**config.mk**
```make
export PLATFORM = sky130hd
export DESIGN_NAME = id_exe_stage_reg_flat
export DESIGN_NICKNAME = d
export VERILOG_FILES = /design/src/rtl/id_exe_stage_reg_pkg.sv /design/src/rtl/id_exe_stage_reg_if.sv /design/src/rtl/pipe_skid_buf.sv /design/src/rtl/id_exe_stage_reg.sv /design/src/flat_wrapper.sv
export SDC_FILE = /design/constraint.sdc
export NUM_CORES = 1
export LEC_CHECK = 0
export ABC_AREA = 1
export CORE_ASPECT_RATIO = 0.9
export CORE_MARGIN = 2
export CORE_UTILIZATION = 60
export DETAILED_ROUTE_END_ITERATION = 10
export DONT_BUFFER_PORTS = 1
export PLACE_DENSITY = 0.76
export SLEW_MARGIN = 20
export SYNTH_ARGS = -nofsm -noshare
export SYNTH_HDL_FRONTEND = slang
export SYNTH_SLANG_ARGS = --single-unit
```
**constraint.sdc**
```tcl
create_clock -name clk -period 1.9 [get_ports clk]
set_input_delay 0.38 -clock clk [delete_from_list [all_inputs] [get_ports clk]]
set_output_delay 0.38 -clock clk [all_outputs]
set_load 0.01 [all_outputs]
```
**src/rtl/id_exe_stage_reg_pkg.sv**
```systemverilog
// rtl/id_exe_stage_reg_pkg.sv - shared widths, ALU command codes and payload sizing for the ID/EXE boundary.
// ID_EXE_FWD_EN adds the src1/src2 forwarding indices to the payload width.
package id_exe_stage_reg_pkg;

  localparam int REGISTER_LEN = 32;
  localparam int REG_IDX_W    = 4;
  localparam int EXE_CMD_W    = 4;
  localparam int STATUS_W     = 4;
  localparam int SHIFT_OP_W   = 12;
  localparam int SIMM24_W     = 24;

  // exe_cmd, five control flags, status, shift_operand, imm, simm24
  localparam int CTRL_W = EXE_CMD_W + 5 + STATUS_W + SHIFT_OP_W + 1 + SIMM24_W;

  typedef enum logic [EXE_CMD_W-1:0] {
    EXE_MOV = 4'b0001,
    EXE_MVN = 4'b1001,
    EXE_ADD = 4'b0010,
    EXE_ADC = 4'b0011,
    EXE_SUB = 4'b0100,
    EXE_SBC = 4'b0101,
    EXE_AND = 4'b0110,
    EXE_ORR = 4'b0111,
    EXE_EOR = 4'b1000
  } exe_cmd_e;

  function automatic int payload_w(input int dw, input int ri);
`ifdef ID_EXE_FWD_EN
    return 3 * dw + CTRL_W + 3 * ri;
`else
    return 3 * dw + CTRL_W + ri;
`endif
  endfunction

  localparam int ID_EXE_PAYLOAD_W = payload_w(REGISTER_LEN, REG_IDX_W);

endpackage

```
**src/rtl/id_exe_stage_reg_if.sv**
```systemverilog
// rtl/id_exe_stage_reg_if.sv - one decoded-instruction beat with valid/ready handshake.
// ID_EXE_FWD_EN adds src1/src2 register indices for the forwarding unit.
interface id_exe_stage_reg_if
  import id_exe_stage_reg_pkg::*;
#(
  parameter int DATA_W  = 32,
  parameter int REG_IDX = 4
);

  logic                  valid;
  logic                  ready;
  logic [DATA_W-1:0]     pc;
  logic [EXE_CMD_W-1:0]  exe_cmd;
  logic                  mem_r_en;
  logic                  mem_w_en;
  logic                  wb_en;
  logic                  b;
  logic                  s;
  logic [STATUS_W-1:0]   status;
  logic [DATA_W-1:0]     val_rn;
  logic [DATA_W-1:0]     val_rm;
  logic [SHIFT_OP_W-1:0] shift_operand;
  logic                  imm;
  logic [SIMM24_W-1:0]   simm24;
  logic [REG_IDX-1:0]    dest;
`ifdef ID_EXE_FWD_EN
  logic [REG_IDX-1:0]    src1;
  logic [REG_IDX-1:0]    src2;
`endif

  modport master (
    output valid, pc, exe_cmd, mem_r_en, mem_w_en, wb_en, b, s, status,
           val_rn, val_rm, shift_operand, imm, simm24, dest,
`ifdef ID_EXE_FWD_EN
           src1, src2,
`endif
    input  ready
  );

  modport slave (
    input  valid, pc, exe_cmd, mem_r_en, mem_w_en, wb_en, b, s, status,
           val_rn, val_rm, shift_operand, imm, simm24, dest,
`ifdef ID_EXE_FWD_EN
           src1, src2,
`endif
    output ready
  );

endinterface

```
**src/rtl/pipe_skid_buf.sv**
```systemverilog
// rtl/pipe_skid_buf.sv - generic 2-entry valid/ready skid buffer with registered ready and flush.
// Full throughput with no combinational path from out_tready to in_tready.
module pipe_skid_buf #(
  parameter int W = 8
) (
  input  logic         clk,
  input  logic         rst_n,
  input  logic         flush,
  input  logic         in_tvalid,
  output logic         in_tready,
  input  logic [W-1:0] in_tdata,
  output logic         out_tvalid,
  input  logic         out_tready,
  output logic [W-1:0] out_tdata
);

  logic         main_v;
  logic         skid_v;
  logic [W-1:0] main_d;
  logic [W-1:0] skid_d;
  logic         accept;
  logic         emit;

  assign in_tready  = !skid_v;
  assign out_tvalid = main_v;
  assign out_tdata  = main_d;
  assign accept     = in_tvalid & in_tready;
  assign emit       = main_v & out_tready;

  // accept is always 0 while skid_v, so the skid branch only drains
  always_ff @(posedge clk) begin
    if (!rst_n) begin
      main_v <= 1'b0;
      skid_v <= 1'b0;
      main_d <= '0;
      skid_d <= '0;
    end else if (flush) begin
      main_v <= 1'b0;
      skid_v <= 1'b0;
    end else if (skid_v) begin
      if (emit) begin
        main_d <= skid_d;
        skid_v <= 1'b0;
      end
    end else if (!main_v || emit) begin
      main_v <= accept;
      if (accept) begin
        main_d <= in_tdata;
      end
    end else if (accept) begin
      skid_v <= 1'b1;
      skid_d <= in_tdata;
    end
  end

endmodule

```
**src/rtl/id_exe_stage_reg.sv**
```systemverilog
// rtl/id_exe_stage_reg.sv - decode->execute pipeline register: packs the beat into a skid buffer.
// ID_EXE_FWD_EN carries src1/src2 alongside the payload.
module id_exe_stage_reg
  import id_exe_stage_reg_pkg::*;
#(
  parameter int DATA_W  = REGISTER_LEN,
  parameter int REG_IDX = REG_IDX_W
) (
  input  logic                clk,
  input  logic                rst_n,
  input  logic                flush,
  id_exe_stage_reg_if.slave   in_bus,
  id_exe_stage_reg_if.master  out_bus,
  output logic                out_is_mem_cmd
);

  localparam int PW = payload_w(DATA_W, REG_IDX);

  logic [PW-1:0] in_data;
  logic [PW-1:0] out_data;

`ifdef ID_EXE_FWD_EN
  assign in_data = {in_bus.pc, in_bus.exe_cmd, in_bus.mem_r_en, in_bus.mem_w_en,
                    in_bus.wb_en, in_bus.b, in_bus.s, in_bus.status,
                    in_bus.val_rn, in_bus.val_rm, in_bus.shift_operand, in_bus.imm,
                    in_bus.simm24, in_bus.dest, in_bus.src1, in_bus.src2};
  assign {out_bus.pc, out_bus.exe_cmd, out_bus.mem_r_en, out_bus.mem_w_en,
          out_bus.wb_en, out_bus.b, out_bus.s, out_bus.status,
          out_bus.val_rn, out_bus.val_rm, out_bus.shift_operand, out_bus.imm,
          out_bus.simm24, out_bus.dest, out_bus.src1, out_bus.src2} = out_data;
`else
  assign in_data = {in_bus.pc, in_bus.exe_cmd, in_bus.mem_r_en, in_bus.mem_w_en,
                    in_bus.wb_en, in_bus.b, in_bus.s, in_bus.status,
                    in_bus.val_rn, in_bus.val_rm, in_bus.shift_operand, in_bus.imm,
                    in_bus.simm24, in_bus.dest};
  assign {out_bus.pc, out_bus.exe_cmd, out_bus.mem_r_en, out_bus.mem_w_en,
          out_bus.wb_en, out_bus.b, out_bus.s, out_bus.status,
          out_bus.val_rn, out_bus.val_rm, out_bus.shift_operand, out_bus.imm,
          out_bus.simm24, out_bus.dest} = out_data;
`endif

  pipe_skid_buf #(.W(PW)) u_skid (
    .clk        (clk),
    .rst_n      (rst_n),
    .flush      (flush),
    .in_tvalid  (in_bus.valid),
    .in_tready  (in_bus.ready),
    .in_tdata   (in_data),
    .out_tvalid (out_bus.valid),
    .out_tready (out_bus.ready),
    .out_tdata  (out_data)
  );

  // Val2 generator needs this to select the 12-bit memory offset form
  assign out_is_mem_cmd = out_bus.mem_r_en | out_bus.mem_w_en;

endmodule
```
**src/flat_wrapper.sv**
```systemverilog
// flat-port wrapper written by rule: the top's interface ports become plain ports
module id_exe_stage_reg_flat import id_exe_stage_reg_pkg::*;
#(
  parameter int DATA_W  = REGISTER_LEN,
  parameter int REG_IDX = REG_IDX_W
)
  (clk, rst_n, flush, out_is_mem_cmd, in_bus_valid, in_bus_pc, in_bus_exe_cmd, in_bus_mem_r_en, in_bus_mem_w_en, in_bus_wb_en, in_bus_b, in_bus_s, in_bus_status, in_bus_val_rn, in_bus_val_rm, in_bus_shift_operand, in_bus_imm, in_bus_simm24, in_bus_dest, in_bus_ready, out_bus_valid, out_bus_pc, out_bus_exe_cmd, out_bus_mem_r_en, out_bus_mem_w_en, out_bus_wb_en, out_bus_b, out_bus_s, out_bus_status, out_bus_val_rn, out_bus_val_rm, out_bus_shift_operand, out_bus_imm, out_bus_simm24, out_bus_dest, out_bus_ready);
  id_exe_stage_reg_if #(.DATA_W(DATA_W), .REG_IDX(REG_IDX)) in_bus_i ();
  id_exe_stage_reg_if #(.DATA_W(DATA_W), .REG_IDX(REG_IDX)) out_bus_i ();
  input  logic clk;
  input  logic rst_n;
  input  logic flush;
  output logic out_is_mem_cmd;
  input wire logic [$bits(in_bus_i.valid)-1:0] in_bus_valid;
  input wire logic [$bits(in_bus_i.pc)-1:0] in_bus_pc;
  input wire logic [$bits(in_bus_i.exe_cmd)-1:0] in_bus_exe_cmd;
  input wire logic [$bits(in_bus_i.mem_r_en)-1:0] in_bus_mem_r_en;
  input wire logic [$bits(in_bus_i.mem_w_en)-1:0] in_bus_mem_w_en;
  input wire logic [$bits(in_bus_i.wb_en)-1:0] in_bus_wb_en;
  input wire logic [$bits(in_bus_i.b)-1:0] in_bus_b;
  input wire logic [$bits(in_bus_i.s)-1:0] in_bus_s;
  input wire logic [$bits(in_bus_i.status)-1:0] in_bus_status;
  input wire logic [$bits(in_bus_i.val_rn)-1:0] in_bus_val_rn;
  input wire logic [$bits(in_bus_i.val_rm)-1:0] in_bus_val_rm;
  input wire logic [$bits(in_bus_i.shift_operand)-1:0] in_bus_shift_operand;
  input wire logic [$bits(in_bus_i.imm)-1:0] in_bus_imm;
  input wire logic [$bits(in_bus_i.simm24)-1:0] in_bus_simm24;
  input wire logic [$bits(in_bus_i.dest)-1:0] in_bus_dest;
  output wire logic [$bits(in_bus_i.ready)-1:0] in_bus_ready;
  output wire logic [$bits(out_bus_i.valid)-1:0] out_bus_valid;
  output wire logic [$bits(out_bus_i.pc)-1:0] out_bus_pc;
  output wire logic [$bits(out_bus_i.exe_cmd)-1:0] out_bus_exe_cmd;
  output wire logic [$bits(out_bus_i.mem_r_en)-1:0] out_bus_mem_r_en;
  output wire logic [$bits(out_bus_i.mem_w_en)-1:0] out_bus_mem_w_en;
  output wire logic [$bits(out_bus_i.wb_en)-1:0] out_bus_wb_en;
  output wire logic [$bits(out_bus_i.b)-1:0] out_bus_b;
  output wire logic [$bits(out_bus_i.s)-1:0] out_bus_s;
  output wire logic [$bits(out_bus_i.status)-1:0] out_bus_status;
  output wire logic [$bits(out_bus_i.val_rn)-1:0] out_bus_val_rn;
  output wire logic [$bits(out_bus_i.val_rm)-1:0] out_bus_val_rm;
  output wire logic [$bits(out_bus_i.shift_operand)-1:0] out_bus_shift_operand;
  output wire logic [$bits(out_bus_i.imm)-1:0] out_bus_imm;
  output wire logic [$bits(out_bus_i.simm24)-1:0] out_bus_simm24;
  output wire logic [$bits(out_bus_i.dest)-1:0] out_bus_dest;
  input wire logic [$bits(out_bus_i.ready)-1:0] out_bus_ready;
  assign in_bus_i.valid = in_bus_valid;
  assign in_bus_i.pc = in_bus_pc;
  assign in_bus_i.exe_cmd = in_bus_exe_cmd;
  assign in_bus_i.mem_r_en = in_bus_mem_r_en;
  assign in_bus_i.mem_w_en = in_bus_mem_w_en;
  assign in_bus_i.wb_en = in_bus_wb_en;
  assign in_bus_i.b = in_bus_b;
  assign in_bus_i.s = in_bus_s;
  assign in_bus_i.status = in_bus_status;
  assign in_bus_i.val_rn = in_bus_val_rn;
  assign in_bus_i.val_rm = in_bus_val_rm;
  assign in_bus_i.shift_operand = in_bus_shift_operand;
  assign in_bus_i.imm = in_bus_imm;
  assign in_bus_i.simm24 = in_bus_simm24;
  assign in_bus_i.dest = in_bus_dest;
  assign in_bus_ready = in_bus_i.ready;
  assign out_bus_valid = out_bus_i.valid;
  assign out_bus_pc = out_bus_i.pc;
  assign out_bus_exe_cmd = out_bus_i.exe_cmd;
  assign out_bus_mem_r_en = out_bus_i.mem_r_en;
  assign out_bus_mem_w_en = out_bus_i.mem_w_en;
  assign out_bus_wb_en = out_bus_i.wb_en;
  assign out_bus_b = out_bus_i.b;
  assign out_bus_s = out_bus_i.s;
  assign out_bus_status = out_bus_i.status;
  assign out_bus_val_rn = out_bus_i.val_rn;
  assign out_bus_val_rm = out_bus_i.val_rm;
  assign out_bus_shift_operand = out_bus_i.shift_operand;
  assign out_bus_imm = out_bus_i.imm;
  assign out_bus_simm24 = out_bus_i.simm24;
  assign out_bus_dest = out_bus_i.dest;
  assign out_bus_i.ready = out_bus_ready;
  id_exe_stage_reg #(.DATA_W(DATA_W), .REG_IDX(REG_IDX)) u_core (.clk(clk), .rst_n(rst_n), .flush(flush), .in_bus(in_bus_i), .out_bus(out_bus_i), .out_is_mem_cmd(out_is_mem_cmd));
endmodule
```
# After elaboration in Yosys (flattened, before gate mapping)
# Cells that the tools add are included.
# word_totals
reg_bits,302
latch_bits,0
mem_bits_rw,0
mem_bits_ro,0
in_bits,155
out_inout_bits,153
wordCells,29
memories,0
# classes
n_addsub,0
n_mul,0
n_div,0
magnitude_cmp,0
eq_ne,1
shift,0
mux,8
bitwise_logic,7
reduce_logical,9
# op_table
cell,count
2-to-1 mux 150 bit,4
AND reduction 4 bit,2
2-to-1 mux 1 bit,4
NOT 1 bit,4
nonzero test 2 bit,2
AND 1 bit,2
zero test 1 bit,2
"inequality test 2 x 1 -> 1 bit, second input constant",1
AND reduction 2 bit,1
OR reduction 2 bit,1
logical OR 1 bit,1
bitwise OR 1 bit,1

# Longest topological paths before layout
# Gate-level depths: netlist of run 1.
# depth
word_depth,5
mapped_depth,9
mapped_depth_nobuf,7

# By module
# A second synthesis of run 1 with hierarchy kept.
# unflattened
cells_unflattened,1976
area_unflattened_um2,13188.9
# modules_own_cells
module,n_inst,cells_each,area_per_inst_um2,seq_area_each_um2
pipe_skid_buf,1,1973,13177.6,6045.8
id_exe_stage_reg,1,3,11.3,0.0

# Least setup slack after synthesis of run 1
# Ideal clock, no wire load.
# synth_timing
path_type,register to register
startpoint,"register u_core.u_skid.main_v, in the netlist u_core.u_skid.out_tvalid"
endpoint,register u_core.u_skid.skid_d[100]
setup_time_ns,0.116
arrival_ns,1.289
t_required_ns,1.784
setup_slack_ns,0.495
path_stages_with_launch,8
n_path_buf,2
period_less_slack_ns,1.405
path_cell_list,dfxtp_1 nand2_1 inv_1 nand3_1 buf_2 clkbuf_1 o21ai_0 nor2_1
# synth_between
elab_chain_cells,4
elab_cells_between_ends,5
cone_classes,bitwise (2); reduce/logical (3)
# synth_rtl
element,line,rtl
from (decl),pipe_skid_buf.sv:17,logic main_v;
from (signal assigned),pipe_skid_buf.sv:46,main_v <= accept;
AND 1 bit / zero test 1 bit (equally long branches),"pipe_skid_buf.sv:28, pipe_skid_buf.sv:45",
logical OR 1 bit (*),pipe_skid_buf.sv:45,end else if (!main_v || emit) begin
NOT 1 bit (no source line) (*),-,
AND reduction 4 bit (no source line) (*),-,
to (signal assigned),pipe_skid_buf.sv:52,skid_d <= in_tdata;
to (decl),pipe_skid_buf.sv:20,logic [W-1:0] skid_d;
# Mark *: on every way between the ends. The rest lies on a longest branch, timed or not.
# A chain may end at the register's enable or synchronous reset.

# Worst setup path after layout of run 1
# layout_timing
startpoint,register u_core.u_skid.skid_v
endpoint,output in_bus_ready
# layout_between
elab_chain_cells,1
# layout_rtl
element,line,rtl
from (decl),pipe_skid_buf.sv:18,logic skid_v;
from (signal assigned),pipe_skid_buf.sv:34,skid_v <= 1'b0;
from (signal assigned),pipe_skid_buf.sv:39,skid_v <= 1'b0;
from (signal assigned),pipe_skid_buf.sv:43,skid_v <= 1'b0;
zero test 1 bit,pipe_skid_buf.sv:24,assign in_tready = !skid_v;
to (decl),flat_wrapper.sv:29,output wire logic [$bits(in_bus_i.ready)-1:0] in_bus_ready;
# No other way between the ends.

==> results of run 1 <==
[power by group]
part | total (mW) | switching [mW] | internal [mW]
registers | 6.92 | 0.316 | 6.61
clock network | 6.79 | 2.51 | 4.28
logic | 1.13 | 0.629 | 0.498
[cells by family (layout without fill, tap and decap cells)]
| kind of cell | Yosys count | in the layout |
|---|---|---|
| buffers and inverters | 153 | 127 |
| DFF | 302 | 302 |
| AOI/OAI and AO/OA | 154 | 154 |
| and+or+nand+nor | 1365 | 1365 |
[flip-flops by register name, indices dropped and copies added (netlist names)]
register,flops
u_core.u_skid.skid_d,150
u_core.u_skid.skid_v,1
u_core.u_skid.out_tdata,150
u_core.u_skid.out_tvalid,1
[routing by layer]
| layer | vias up | track usage [%] |
|---|---|---|
| met2 | 481 | 46.2 |
| met5 | - | 0 |
| met1 | 5447 | 36.7 |
| met4 | 0 | 10.5 |
| met3 | 83 | 9.43 |
| li1 | 6035 | - |
[synthesized netlist by cell type, drive strengths merged]
cell type,number
nand3,152
o21ai,150
a21o,1
clkbuf,67
nor2,602
and2,150
or2,1
nand2,460
inv,7
dfxtp,302
buf,79
a21oi,3
[path summary, 6_finish.rpt]
path / from / cells past startpoint / slack (ps) / endpoint
worst max-delay path: u_core.u_skid.skid_v / 2 / 70 / in_bus_ready
worst min-delay path: rst_n / 2 / -0.3 / u_core.u_skid.out_tdata[5]
worst max register to register: u_core.u_skid.skid_v / 6 / 170 / u_core.u_skid.out_tdata[83]
worst min register to register: u_core.u_skid.skid_d[121] / 2 / 480 / u_core.u_skid.skid_d[121]
[critical path, cell delays in order (launching register included)]
cell,delay (ps)
dfxtp_4,380
inv_4,270
buf_16,250
[metrics by stage]
stage | util (%) | total power [mW] | cell area [µm²] | hold slack [ps] | instances
finish | 69.0 | 14.8 | 14900 | -0.339 | 2239
floorplan | - | 7.89 | 13200 | 455 | 1974
global route | 69.0 | 15.4 | 14900 | 0.618 | 2239
CTS | 68.8 | 14.9 | 14900 | -46.1 | 2235
detailed placement | 61.6 | 8.09 | 13300 | 471 | 2142
global placement | 61.6 | 8.06 | 13300 | 461 | 2142
[repair_timing]
action	CTS	global route
setup buffers	0	0
endpoints found under the setup margin	1	0
resized for setup	1	0
hold endpoints to repair	228	34
hold buffers	36	4
[final cells by class]
cell class / instances / area [µm²]
Timing Repair Buffer: 64 / 823
Sequential cell: 302 / 6050
Clock buffer: 43 / 911
Tap cell: 291 / 364
Clock inverter: 13 / 250
Fill cell: 1800 / 6700
Inverter: 7 / 31.3
Multi-Input combinational cell: 1519 / 6500
==> summary.md, run 1 <==
| Metric | Value |
|---|---|
| CTS H-tree depth | 1 |
| Post-synthesis simple-gate area fraction | 43.2% |
| Leakage | 6.10 nW |
| Clock root buffer | clkbuf_16 |
| Status | complete, but fails checks |
| Smallest hold slack | -0.339 ps |
| Final Hold Fails | 1 |
| Row cnt | 51 |
| CTS Sinks | 302 |
| Worst setup margin | 68.1 ps |
| Total congestion overflow | 0 |
| Syn_nets | 2129 |
| MaxCap Viol Count | 0 |
| Crit start category | flop |
| Crit path max fanout | 33 |
| Reg clk slew, reported paths | 60 ps |
| XOR/XNOR Fraction of Synth Area | 0% |
| Total CTS buffers | 31 |
| Fmax | 0.546 GHz |
| Post-Synthesis Cells | 1974 |
| Pre-Repair DR Iteration Count | 8 |
| Final WL | 35300 µm |
| Final count of negative-setup-slack endpoints | 0 |
| Dpl hpwl | 20700 µm |
| Detailed router's first-iteration violation count | 1217 |
| Top post-synthesis cells by area | dfxtp_1 (46%), nor2_1 (17%), nand2_1 (13%) |
| Synth cell types | 18 |
| Worst-skew pair later-pin latency | 550 ps |
| Sequential cell area fraction in the yosys report | 45.8% |
| Area leader, netlist | dfxtp_1 |
| DR WL met3 | 3770 µm |
| Ports | 308 |
| Vias per cell | 5.38 |
| Relative slew slack | 49.1% |
| Antenna Diode Count | 0 |
| Syn avg cell area | 6.68 µm² |
| Violated checks | hold timing |
| Pin count of the biggest net entering global routing | 302 |
| WP data required | 1520 ps |
| Final Skew | 17.0 ps |
| Pins over their slew limit | 0 |
| WL per Instance | 15.8 µm |
| Worst hold path class | input port to flop |
| Die X | 160 µm |
| Via count | 12000 |
| CTS tree | yes |
| Crit path arrival time | 1450 ps |
| Buffers on Ports | 0 |
| Vias in the first global route | 10800 |
| Mapped Area | 13200 µm² |
| Synth-to-layout area growth | 13.2% |
| Global-route wire length before repair | 55300 µm |
| Die Area | 23200 µm² |
| Post-synth top area share | 45.8% |
| Worst Max-Slew Pin Slew | 764 ps |
| RePlAce Congestion | 0.826 |
| Peak supply drop | 0.680 mV |
| Multiplexer share of the synthesized area | 0% |
| Final min period | 1830 ps |
| DR DRC count | 0 |
| Fin nets | 2080 |
| Total core area | 21600 µm² |
| Top Layer Used | met4 |
| Syn. warnings | 0 |
| RSZ-0062 raised after global routing | false |
| Wire length on met1 | 14200 µm |
| Post-Place Setup Slack | 269 ps |
| PwrDens | 994 nW/µm² |
| Fin crit share | 96.4% |
| Max Root-Sink Buffers | 3 |
| Commonest non-fill, non-tap cell in the layout | nor2_1 |
| Initial antenna violation count | 0 |
| Share of layout cells above drive strength 1 | 4.47% |
| Synth Register Bits | 302 |
| Setup tns final | 0 ps |
| Main combinational cell family by area after synthesis | simple AND/OR/NAND/NOR gates |
| CP endpoint kind | primary output |
| Post-DRT Antenna Nets | 0 |
| Die height | 145 µm |
| Commonest cells after routing, fill and taps aside | nor2_1 (601), nand2_1 (459), dfxtp_1 (301), nand3_1 (151), o21ai_0 (150) |
| Routed met2 length | 15900 µm |
| GRT Util Overall | 28.8% |
| Post-Synth Adder-Cell Area | 0% |
| Crit path kind | flop to primary output |
| Compound-Gate Fraction of Synth Area | 5.89% |
| Starting Density | 61.0% |
Power figures use the tool's default switching activity.
==> run 2: changes to the inputs <==
--- a/config.mk
+++ b/config.mk
@@ -8,10 +8,9 @@
 export ABC_AREA = 1
 export CORE_ASPECT_RATIO = 0.9
 export CORE_MARGIN = 2
-export CORE_UTILIZATION = 60
+export CORE_UTILIZATION = 50
 export DETAILED_ROUTE_END_ITERATION = 10
 export DONT_BUFFER_PORTS = 1
-export PLACE_DENSITY = 0.76
 export SLEW_MARGIN = 20
 export SYNTH_ARGS = -nofsm -noshare
 export SYNTH_HDL_FRONTEND = slang
==> run 2 against run 1 <==
Against the previous run:
- combinational power increased by 19%
- the flow still finishes with violations (hold timing)
- routed wire length rose by 11%
- clock-buffer cell count up 6
- clock power shrank 5.4%
- setup slack better by 5.5 ps
- utilization down 7.1 points
- via count rose by 2.9%
==> summary.md, run 2 (same netlist as run 1, synthesis figures left out) <==
| Metric | Value |
|---|---|
| GR Util met2 | 42.8% |
| Critical path depth | 8 |
| Int Power | 11.2 mW |
| Pre-Repair DR Iteration Count | 5 |
| M3 GR Usage | 7.61% |
| Post-Place Setup Slack | 357 ps |
| Worst path max stage delay | 560 ps |
| Most common cell on crit path | nand2_1 |
| Critical-path cell list | buf_12 > buf_16 > nand2_1 > and2_0 > nand3_1 > nand2_1 > dlygate4sd3_1 > nor2_1 |
| Final min period | 1830 ps |
| Die X | 175 µm |
| Commonest cells after routing, fill and taps aside | nor2_1 (600), nand2_1 (459), dfxtp_1 (301), nand3_1 (151), o21ai_0 (150) |
| CP Buf/Inv Count | 3 |
| Die height | 158 µm |
| Via count | 12400 |
| MaxCap Viol Count | 0 |
| CTS tree | yes |
| Grt met1 use | 33.2% |
| Vias in the first global route | 11600 |
| Synth-to-layout area growth | 21.9% |
| Ports | 308 |
| Switch Pwr | 3.51 mW |
| Initial antenna violation count | 0 |
| Total CTS buffers | 31 |
| Row cnt | 56 |
| Sw Share | 23.9% |
| Crit path max fanout | 18 |
| Logic pwr share | 9.1% |
| Pins over their slew limit | 0 |
| GRT Util Overall | 26.0% |
| RePlAce Congestion | 0.780 |
| CP endpoint kind | flop |
| CTS Sinks | 302 |
| Buffers on Ports | 0 |
| Clock root buffer | clkbuf_16 |
| Worst hold path class | input port to flop |
| Relative slew slack | 49.5% |
| Vias per cell | 5.17 |
| Busiest layer in global routing | met2 |
| Total core area | 26000 µm² |
| Antenna Diode Count | 0 |
| Total congestion overflow | 0 |
| Final count of negative-setup-slack endpoints | 0 |
| Peak supply drop | 0.677 mV |
| Fin nets | 2180 |
| Slowest stage cell, crit path | dlygate4sd3_1 |
| Max Root-Sink Buffers | 3 |
| Crit path arrival time | 2310 ps |
| Final total power | 14.7 mW |
| Share of layout cells above drive strength 1 | 5.71% |
| Crit start category | flop |
| Reg2Reg Depth | 8 |
| Fin crit share | 96.1% |
| Commonest non-fill, non-tap cell in the layout | nor2_1 |
| Final Hold Fails | 6 |
| WP data required | 2390 ps |
| Post-Place Cells | 2212 |
| WL per Instance | 16.3 µm |
| Starting Density | 50.8% |
| Post-DRT Antenna Nets | 0 |
| PwrDens | 911 nW/µm² |
| Dpl hpwl | 21100 µm |
| Die Area | 27700 µm² |
| Pin count of the biggest net entering global routing | 302 |
| Smallest hold slack | -22.8 ps |
| Worst setup margin | 73.6 ps |
| Final WL | 39100 µm |
| Non-Filler Instances | 2397 |
| DR DRC count | 0 |
| Global-route wire length before repair | 59600 µm |
| Reg clk slew, reported paths | 60 ps |
| Violated checks | hold timing |
| Worst-skew pair later-pin latency | 550 ps |
| Power share of the clock group | 43.8% |
| Seq pwr share | 47.1% |
| Detailed router's first-iteration violation count | 1034 |
| CTS H-tree depth | 1 |
| Crit path kind | flop to flop |
| CP delay by family, top | buffers and inverters |
| Final Skew | 7.39 ps |
| Fmax | 0.548 GHz |
| Hold path depth | 2 |
| Worst Max-Slew Pin Slew | 758 ps |
| Leakage | 6.59 nW |
| Status | complete, but fails checks |
run 2: power groups by stage:
stage	clock (mW)	combinational [mW]	sequential [mW]
3_3_place_gp	0	1.06	7.05
5_1_grt	6.76	1.53	6.94
4_1_cts	6.53	1.28	6.91
2_1_floorplan	0	0.910	6.98
3_5_place_dp	0	1.08	7.05
6_report	6.42	1.34	6.91
run 2: final timing paths:
check,startpoint,slack [ps],end
setup / recovery,u_core.u_skid.skid_v,70,u_core.u_skid.out_tdata[55]
hold / removal,rst_n,-20,u_core.u_skid.skid_d[1]
setup reg to reg,u_core.u_skid.skid_v,70,u_core.u_skid.out_tdata[55]
hold reg to reg,u_core.u_skid.skid_d[126],480,u_core.u_skid.skid_d[126]
run 2: per-stage QoR:
| step | hold slack (ps) | setup TNS (ps) | instance area (µm²) | utilization, % |
|---|---|---|---|---|
| floorplan | 455 | 0 | 13200 | - |
| global placement | 461 | 0 | 13600 | 52.1 |
| detailed placement | 470 | 0 | 13600 | 52.1 |
| CTS | -53.3 | 0 | 15700 | 60.5 |
| global route | -13.7 | -13.7 | 16100 | 61.9 |
| finish | -22.8 | 0 | 16100 | 61.9 |
run 2: per-layer routing:
layer	share of wire [%]	up-vias
met5	0	-
met4	2.8	0
met3	9.2	71
met2	45	443
met1	43	5621
li1	-	6255
run 2: cell type report:
type                       instances  area [µm²]
tap                              348         435
clock inverter                     8        90.1
inverter                           7        41.3
sequential                       302        6050
clock buffer                      49        1010
timing repair buffer             164        1940
fill                            2435        9910
multi-input combinational       1519        6520
run 2: what timing repair did:
item | 4_1_cts | 5_1_grt
gates resized for setup | 0 | 12
hold endpoints to repair | 265 | 38
hold buffers | 107 | 6
buffers inserted | 0 | 9
setup endpoints to repair | 0 | 11
run 2: worst reg2reg max path, cell delays in order (launching register included):
cell           delay (ps)
dfxtp_4               460
buf_12                150
buf_16                160
nand2_1                70
and2_0                160
nand3_1                80
nand2_1                50
dlygate4sd3_1         560
nor2_1                 90
